===== src/rtl/demux_router.sv =====
// demux_router
//   Fans one WIDTH-bit input stream out to two sink ports, A and B.
//   In IDLE a word is accepted when either sink requests; the destination is
//   the only requester, or on a tie the sink not served last (round-robin via
//   sel_last). The word is then held on out_X/valid_X until ack_X, after which
//   the block returns to IDLE and bumps that sink's delivery counter.
//
// Ports:
//   clk, rstN          clock (rising edge), synchronous active-low reset
//   data_in, in_valid  upstream word and its valid flag
//   in_ready           combinational accept: IDLE and at least one request
//   req_a, req_b       sink request flags
//   out_a, out_b       registered words for each sink (kept after delivery)
//   valid_a, valid_b   undelivered word present (never both set)
//   ack_a, ack_b       sink consumed its word
//   sel_last           destination of last transfer (0 = A, 1 = B)
//   cnt_a, cnt_b       wrapping per-sink delivery counters
module demux_router #(
    parameter int WIDTH = 4,
    parameter int CNT_W = 8
) (
    input  logic             clk,
    input  logic             rstN,
    input  logic [WIDTH-1:0] data_in,
    input  logic             in_valid,
    output logic             in_ready,
    input  logic             req_a,
    input  logic             req_b,
    output logic [WIDTH-1:0] out_a,
    output logic [WIDTH-1:0] out_b,
    output logic             valid_a,
    output logic             valid_b,
    input  logic             ack_a,
    input  logic             ack_b,
    output logic             sel_last,
    output logic [CNT_W-1:0] cnt_a,
    output logic [CNT_W-1:0] cnt_b
);

    typedef enum logic [1:0] {
        IDLE   = 2'd0,
        HOLD_A = 2'd1,
        HOLD_B = 2'd2
    } state_t;

    state_t state;
    state_t state_nxt;
    logic   xfer;
    logic   to_b;

    always_comb begin
        state_nxt = state;
        in_ready  = 1'b0;
        xfer      = 1'b0;
        // Tie between both requesters goes to the sink not served last.
        to_b      = req_b & (~req_a | ~sel_last);
        case (state)
            IDLE: begin
                in_ready = req_a | req_b;
                xfer     = in_valid & in_ready;
                if (xfer) begin
                    state_nxt = to_b ? HOLD_B : HOLD_A;
                end
            end
            HOLD_A: begin
                if (ack_a) begin
                    state_nxt = IDLE;
                end
            end
            HOLD_B: begin
                if (ack_b) begin
                    state_nxt = IDLE;
                end
            end
            default: begin
                state_nxt = IDLE;
            end
        endcase
    end

    always_ff @(posedge clk) begin
        if (!rstN) begin
            state    <= IDLE;
            out_a    <= '0;
            out_b    <= '0;
            valid_a  <= 1'b0;
            valid_b  <= 1'b0;
            sel_last <= 1'b1;
            cnt_a    <= '0;
            cnt_b    <= '0;
        end else begin
            state <= state_nxt;
            case (state)
                IDLE: begin
                    if (xfer) begin
                        sel_last <= to_b;
                        if (to_b) begin
                            out_b   <= data_in;
                            valid_b <= 1'b1;
                        end else begin
                            out_a   <= data_in;
                            valid_a <= 1'b1;
                        end
                    end
                end
                HOLD_A: begin
                    if (ack_a) begin
                        valid_a <= 1'b0;
                        cnt_a   <= cnt_a + CNT_W'(1);
                    end
                end
                HOLD_B: begin
                    if (ack_b) begin
                        valid_b <= 1'b0;
                        cnt_b   <= cnt_b + CNT_W'(1);
                    end
                end
                default: begin
                end
            endcase
        end
    end

endmodule

===== config.mk =====
export PLATFORM = sky130hd
export DESIGN_NAME = demux_router
export DESIGN_NICKNAME = d
export VERILOG_FILES = /design/src/rtl/demux_router.sv
export SDC_FILE = /design/constraint.sdc
export NUM_CORES = 1
export LEC_CHECK = 0
export ABC_AREA = 1
export BUFFER_PORTS_ARGS = -buffer_cell sky130_fd_sc_hd__buf_2
export CORE_MARGIN = 3
export CORE_UTILIZATION = 40
export CTS_CLUSTER_SIZE = 14
export DETAILED_ROUTE_END_ITERATION = 16
export PLACE_DENSITY = 0.67
export REMOVE_ABC_BUFFERS = 1
export SETUP_SLACK_MARGIN = 0.4
export SLEW_MARGIN = 20
export SYNTH_ARGS = -nofsm -noshare
export SYNTH_HDL_FRONTEND = slang
export SYNTH_SLANG_ARGS = --single-unit

===== constraint.sdc =====
create_clock -name clk -period 1.1 [get_ports clk]
set_input_delay 0.275 -clock clk [delete_from_list [all_inputs] [get_ports clk]]
set_output_delay 0.275 -clock clk [all_outputs]
set_load 0.05 [all_outputs]

==> flow_summary.toml, run 1 <==
[status]
status = "finished, violations left"
violations = "negative setup slack"

[sta]
final-hold-violation-count = 0
max_freq_mhz = 713
setup_ws_ps = -303
clock-skew-final_ps = 10.2
period_minus_slack_ps = 1400
rsz0062_at_grt = "yes"
fin_crit_sh_pct = 128
setup_violations = 47
worst_pin_slew_ps = 249
slew_headroom_pct = 83.4
slew_violations = 0

[drt]
vias_per_cell = 5.13
ant_nets = 0
first_pass_iters = 4
num_vias = 1548
drt_iter0_markers = 70
wire_per_inst_um = 16.2
drc_errors = 0
wl_mm = 4.91

[setup_path]
cp-end-kind = "output pin"
critPathMaxStageDelay_ps = 350
cp_slowest_cell = "dfxtp_2"
crit_top_cell = "nor2_4"
crit_fanout = 2
cp_data_arrival_time_ps = 1130
cp_data_required_time_ps = 820
crit_path_start_kind = "flip-flop"
criticalPathCategory = "reg2out"
cp_cell_sequence = "nor2_4, inv_2, nor2_4, buf_8"

[final_layout]
area_delta_synth_final_pct = 98.2
nets = 273
stdcell_count = 302
seqCellArea_sq_um = 639
multi_input_comb_area_sq_um = 778
diodes = 0
drive_gt1_share_pct = 64.6
fill_cells = 144
final_area_sq_mm = 0.00255

[power_and_ir_drop]
p_leak_nw = 1.17
netSwitchingFraction_pct = 31.6
pwr-share-comb_pct = 28.5
p_int_mw = 1.71
power.density_mw_per_mm2 = 978
peakVddDrop_uv = 976
power_frac_clock_pct = 26.3
p_seq_share_pct = 45.1
p_sw_uw = 787

[clock_tree]
cts_made_buffers = 5
clk_pin_slew_worst_paths_ps = 80
cts_tree = "done"
cts-root-buf = "clkbuf_4"
htreeDepth = 2
clockBufferDepth = 2
clkLatencyLatePin_ps = 320
cts_sinks = 29

[floorplanning]
io_pins = 39
start_util_pct = 44.4
die_h_um = 62.7
fp-row-count = 19
die-area_sq_mm = 0.00394
core_area_sq_mm = 0.00290
die_w_um = 62.7

[logic_synthesis]
synth_edf_count = 0
synth_common_cells = "dfxtp_1 (29), nand2_1 (26), a21oi_1 (20), inv_1 (20), nor2_1 (14)"
synth-xor-area-share_pct = 1.36
synthTopCellsByArea = "dfxtp_1 (45%), a21oi_1 (7.8%), nand2_1 (7.6%)"
ys_async_sr_fraction_pct = 0
ys_warn_count = 0
synth_top_family_by_area = "simple AND/OR/NAND/NOR gates"
synth_area_sq_mm = 0.00129
synth_compound_area_share_pct = 16.6
synth_cell_types = 27
yosysTopAreaCellShare_pct = 45.1
synthAdderAreaFrac_pct = 1.94
yosys.area_share.simple_pct = 27.5
yosysMostFrequentCell = "dfxtp_1"
syn_inst = 164
synthFlopType = "dfxtp_1"
synth-seq-cells = 29
synth.area.mux_share_pct = 0
syn_area_per_cell_sq_um = 7.85
synth_top_cell_by_area = "dfxtp_1"
synth_seq_area_share_pct = 45.1

[global_routing]
antenna_found_initial = 0
grt_remaining_overflow = 0
grt_pass1_vias = 1475
grt_use_total_pct = 21.3
grt_max_degree = 19
grt_pass1_wl_mm = 6.58

[hold_path]
hold_path.class = "in2reg"

[place]
dp_cells = 258
port_buffers = 38
dpl.hpwl_mm = 2.27
gp_congestion = 0.852
dpl_cell_area_sq_mm = 0.00166

[run]
drv_cap = 0
==> final cells by class <==
cell class / instances / area share, %
Timing Repair Buffer: 91 / 36.9
Multi-Input combinational cell: 111 / 30.5
Sequential cell: 29 / 25.1
Inverter: 22 / 3.33
Clock buffer: 7 / 2.16
Tap cell: 42 / 2.06
==> flip-flops by register name, indices dropped and copies added (netlist names) <==
signal / flops
valid_a: 1
out_a: 4
sel_last: 1
valid_b: 1
cnt_a: 8
state: 2
out_b: 4
cnt_b: 8
==> routing by layer <==
metal,part of all wire (%),vias to the layer above,track usage [%]
met5,0,-,0
met4,1.9,0,7.71
met3,5.0,10,6.83
met2,56,58,39.0
met1,37,755,22.6
li1,-,725,-
==> path summary, 6_finish.rpt <==
kind	startpoint	end	slack, ps	cells past startpoint
setup / recovery	state[0]	in_ready	-300	4
hold / removal	data_in[1]	out_b[1]	210	3
setup reg to reg	state[0]	state[0]	-300	10
hold reg to reg	cnt_b[1]	cnt_b[1]	490	2
==> repair_timing <==
action | CTS | global route
setup endpoints to repair | 57 | 57
setup buffers | 22 | 14
gates resized for setup | 155 | 32
cloned | 1 | 0
pin swaps | 9 | 17
hold buffers | 0 | 0
==> cell usage in the layout (no fill, tap or decap), types with 3 or more instances in the layout <==
master,synthesis,routed
inv_1,20,18
inv_2,2,3
dfxtp_2,0,20
a21oi_1,20,13
nor2_1,14,12
buf_8,0,28
a21oi_2,0,6
clkbuf_4,0,5
buf_4,0,36
buf_2,2,10
dfxtp_4,0,9
nor2_4,3,8
nand3_4,2,4
nand2_1,26,25
nand3_1,7,6
o21ai_2,0,10
buf_6,0,16
o21ai_1,5,5
==> critical path: cells and delay by family (launching register included) <==
| family | cells | cell delay (ps) |
|---|---|---|
| buffers and inverters | 2 | 220 |
| DFF | 1 | 350 |
| and+or+nand+nor | 2 | 230 |
==> kinds of logic (layout without fill, tap and decap cells) <==
group                    count (synthesis)  count (layout)
AND/OR/NAND/NOR                         66              67
adder cells (fa/ha/maj)                  2               2
flip-flops                              29              29
XOR/XNOR                                 2               2
AO/OA/AOI/OAI                           40              40
buffers and inverters                   25             120
==> through the flow <==
| step | power, mW | utilization (%) | setup WS [ps] | setup TNS, ps | hold slack, ps |
|---|---|---|---|---|---|
| 3_3_place_gp | 1.55 | 57.1 | -65.2 | -649 | 443 |
| 3_5_place_dp | 1.56 | 57.1 | -117 | -1480 | 447 |
| 5_1_grt | 2.61 | 88.0 | -348 | -9150 | 215 |
| 6_report | 2.49 | 88.0 | -303 | -6480 | 206 |
| 2_1_floorplan | 1.41 | - | -502 | -7210 | 360 |
| 4_1_cts | 2.37 | 80.1 | -289 | -3770 | 201 |
==> power groups by stage <==
stage / sequential, mW / combinational (mW) / clock, mW
2_1_floorplan: 1.27 / 0.134 / 0
3_3_place_gp: 1.14 / 0.408 / 0
3_5_place_dp: 1.14 / 0.418 / 0
4_1_cts: 1.12 / 0.596 / 0.658
5_1_grt: 1.13 / 0.745 / 0.736
6_report: 1.13 / 0.712 / 0.657
No activity file was read; power rests on OpenSTA's default activity.
==> inputs of run 2 (changes only) <==
CORE_UTILIZATION = 35   (was 40)
PLACE_DENSITY = default   (was 0.67)
==> flow_summary.toml, run 2 (synthesis results as in run 1) <==
[sta]
whs_ps = 250
slew_headroom_pct = 84.3
final-hold-violation-count = 0
fin_crit_sh_pct = 124
setup_ws_ps = -264
rsz0062_at_grt = "yes"
slew_violations = 0
period_minus_slack_ps = 1360
setup_violations = 32
worst_pin_slew_ps = 236
clock-skew-final_ps = 5.49
max_freq_mhz = 733

[run]
drv_cap = 0

[final_layout]
nets = 259
fill_cells = 266
reg_top3 = "cnt_a x8, cnt_b x8"
diodes = 0
area_delta_synth_final_pct = 89.6
drive_gt1_share_pct = 60.7
final_common_cell = "buf_8"
layout_common_cells = "buf_8 (28), nand2_1 (25), buf_4 (24)"
multi_input_comb_area_sq_um = 746
stdcell_count = 293
seqCellArea_sq_um = 644

[clock_tree]
htreeDepth = 2
clkLatencyLatePin_ps = 270
cts_sinks = 29
clockBufferDepth = 2
clk_pin_slew_worst_paths_ps = 60
cts_made_buffers = 5
cts_hold_buf = 0
cts_tree = "done"
cts-root-buf = "clkbuf_8"

[drt]
vias_per_cell = 4.61
drc_errors = 0
num_vias = 1352
first_pass_iters = 4
wl_mm = 3.71
wire_per_inst_um = 12.6
ant_nets = 0
drt_iter0_markers = 31

[floorplanning]
die_h_um = 66.7
die-area_sq_mm = 0.00444
io_pins = 39
start_util_pct = 37.4
core_area_sq_mm = 0.00344
fp-row-count = 21
die_w_um = 66.7

[status]
violations = "negative setup slack"
status = "finished, violations left"

[power_and_ir_drop]
fin_total_pwr_mw = 2.58
peakVddDrop_uv = 772
p_leak_nw = 1.10
power.density_mw_per_mm2 = 1060

[global_routing]
grt_pass1_wl_mm = 6.02
grt_remaining_overflow = 0
grt_use_total_pct = 17.6
grt_max_degree = 19
grt_pass1_vias = 1409
antenna_found_initial = 0

[setup_path]
r2r_start = "state[0]"
rrSetupSlack_ps = -230
cp_data_required_time_ps = 820
cp_slowest_cell = "dfxtp_4"
critPathMaxStageDelay_ps = 360
cp-end-kind = "output pin"
rr_worst_depth = 8
cp_cell_sequence = "nor2_4, inv_2, nor2_4, buf_8"
cp_data_arrival_time_ps = 1090
crit_top_cell = "nor2_4"
reg2reg_to = "state[1]"
crit_fanout = 3
criticalPathCategory = "reg2out"
crit_path_start_kind = "flip-flop"

[hold_path]
hold_end = "out_b[2]"
hold_path.class = "in2reg"
whs_path_depth = 3
hold_path.startpoint = "data_in[2]"

[place]
port_buffers = 38
gp_congestion = 0.718
dp_cells = 266
dpl.hpwl_mm = 2.08
[run 2: cell count changes in the layout (fill, tap and decap cells not counted), sizes merged]
cell	before	now
clkbuf	7	8
buf	91	77
[run 2: report_power, final]
group          internal, mW  switching, mW
Sequential             1.08         0.0420
Combinational         0.286          0.347
Clock                 0.448          0.376
[run 2: timing repair]
| item | CTS | global route |
|---|---|---|
| gates resized for setup | 153 | 26 |
| setup endpoints to repair | 57 | 57 |
| pin swaps | 6 | 9 |
| cloned | 1 | 0 |
| buffers inserted | 14 | 4 |
[run 2: layout make-up]
class,count,share of cell area [%]
Multi-Input combinational cell,111,30.5
Inverter,22,3.49
Tap cell,46,2.36
Clock buffer,8,3.28
Sequential cell,29,26.4
Timing Repair Buffer,77,33.9
[run 2: stage by stage]
stage	utilization, %	worst slack [ps]	cell area (sq um)	TNS, ps
2_1_floorplan	-	-502	1270	-7210
3_3_place_gp	49.1	-70.5	1690	-800
3_5_place_dp	49.1	-92.8	1690	-1370
4_1_cts	67.3	-254	2320	-2000
5_1_grt	70.9	-308	2440	-5730
6_report	70.9	-264	2440	-3700
[run 2: worst max-delay path by stage]
stage                     cells after the start      from        to
final                                         4  state[0]  in_ready
after global routing                          4  state[0]  in_ready
after CTS                                     4  state[1]  in_ready
after detailed placement                      6  state[0]  out_a[2]
after global placement                        4  state[0]  in_ready
after floorplan                               5  state[0]  state[0]
[run 2: critical path, delay by kind of cell (launching register included)]
kind                   cells  cell delay [ps]
DFF                        1              360
and+or+nand+nor            2              250
buffers and inverters      2              210
[run 2: routing by layer]
| layer | global-route usage, % | wire length, um |
|---|---|---|
| met1 | 17.7 | 1480 |
| met2 | 33.3 | 2020 |
| met3 | 7.59 | 212 |
| met4 | 3.81 | 0 |
| met5 | 0 | 0 |
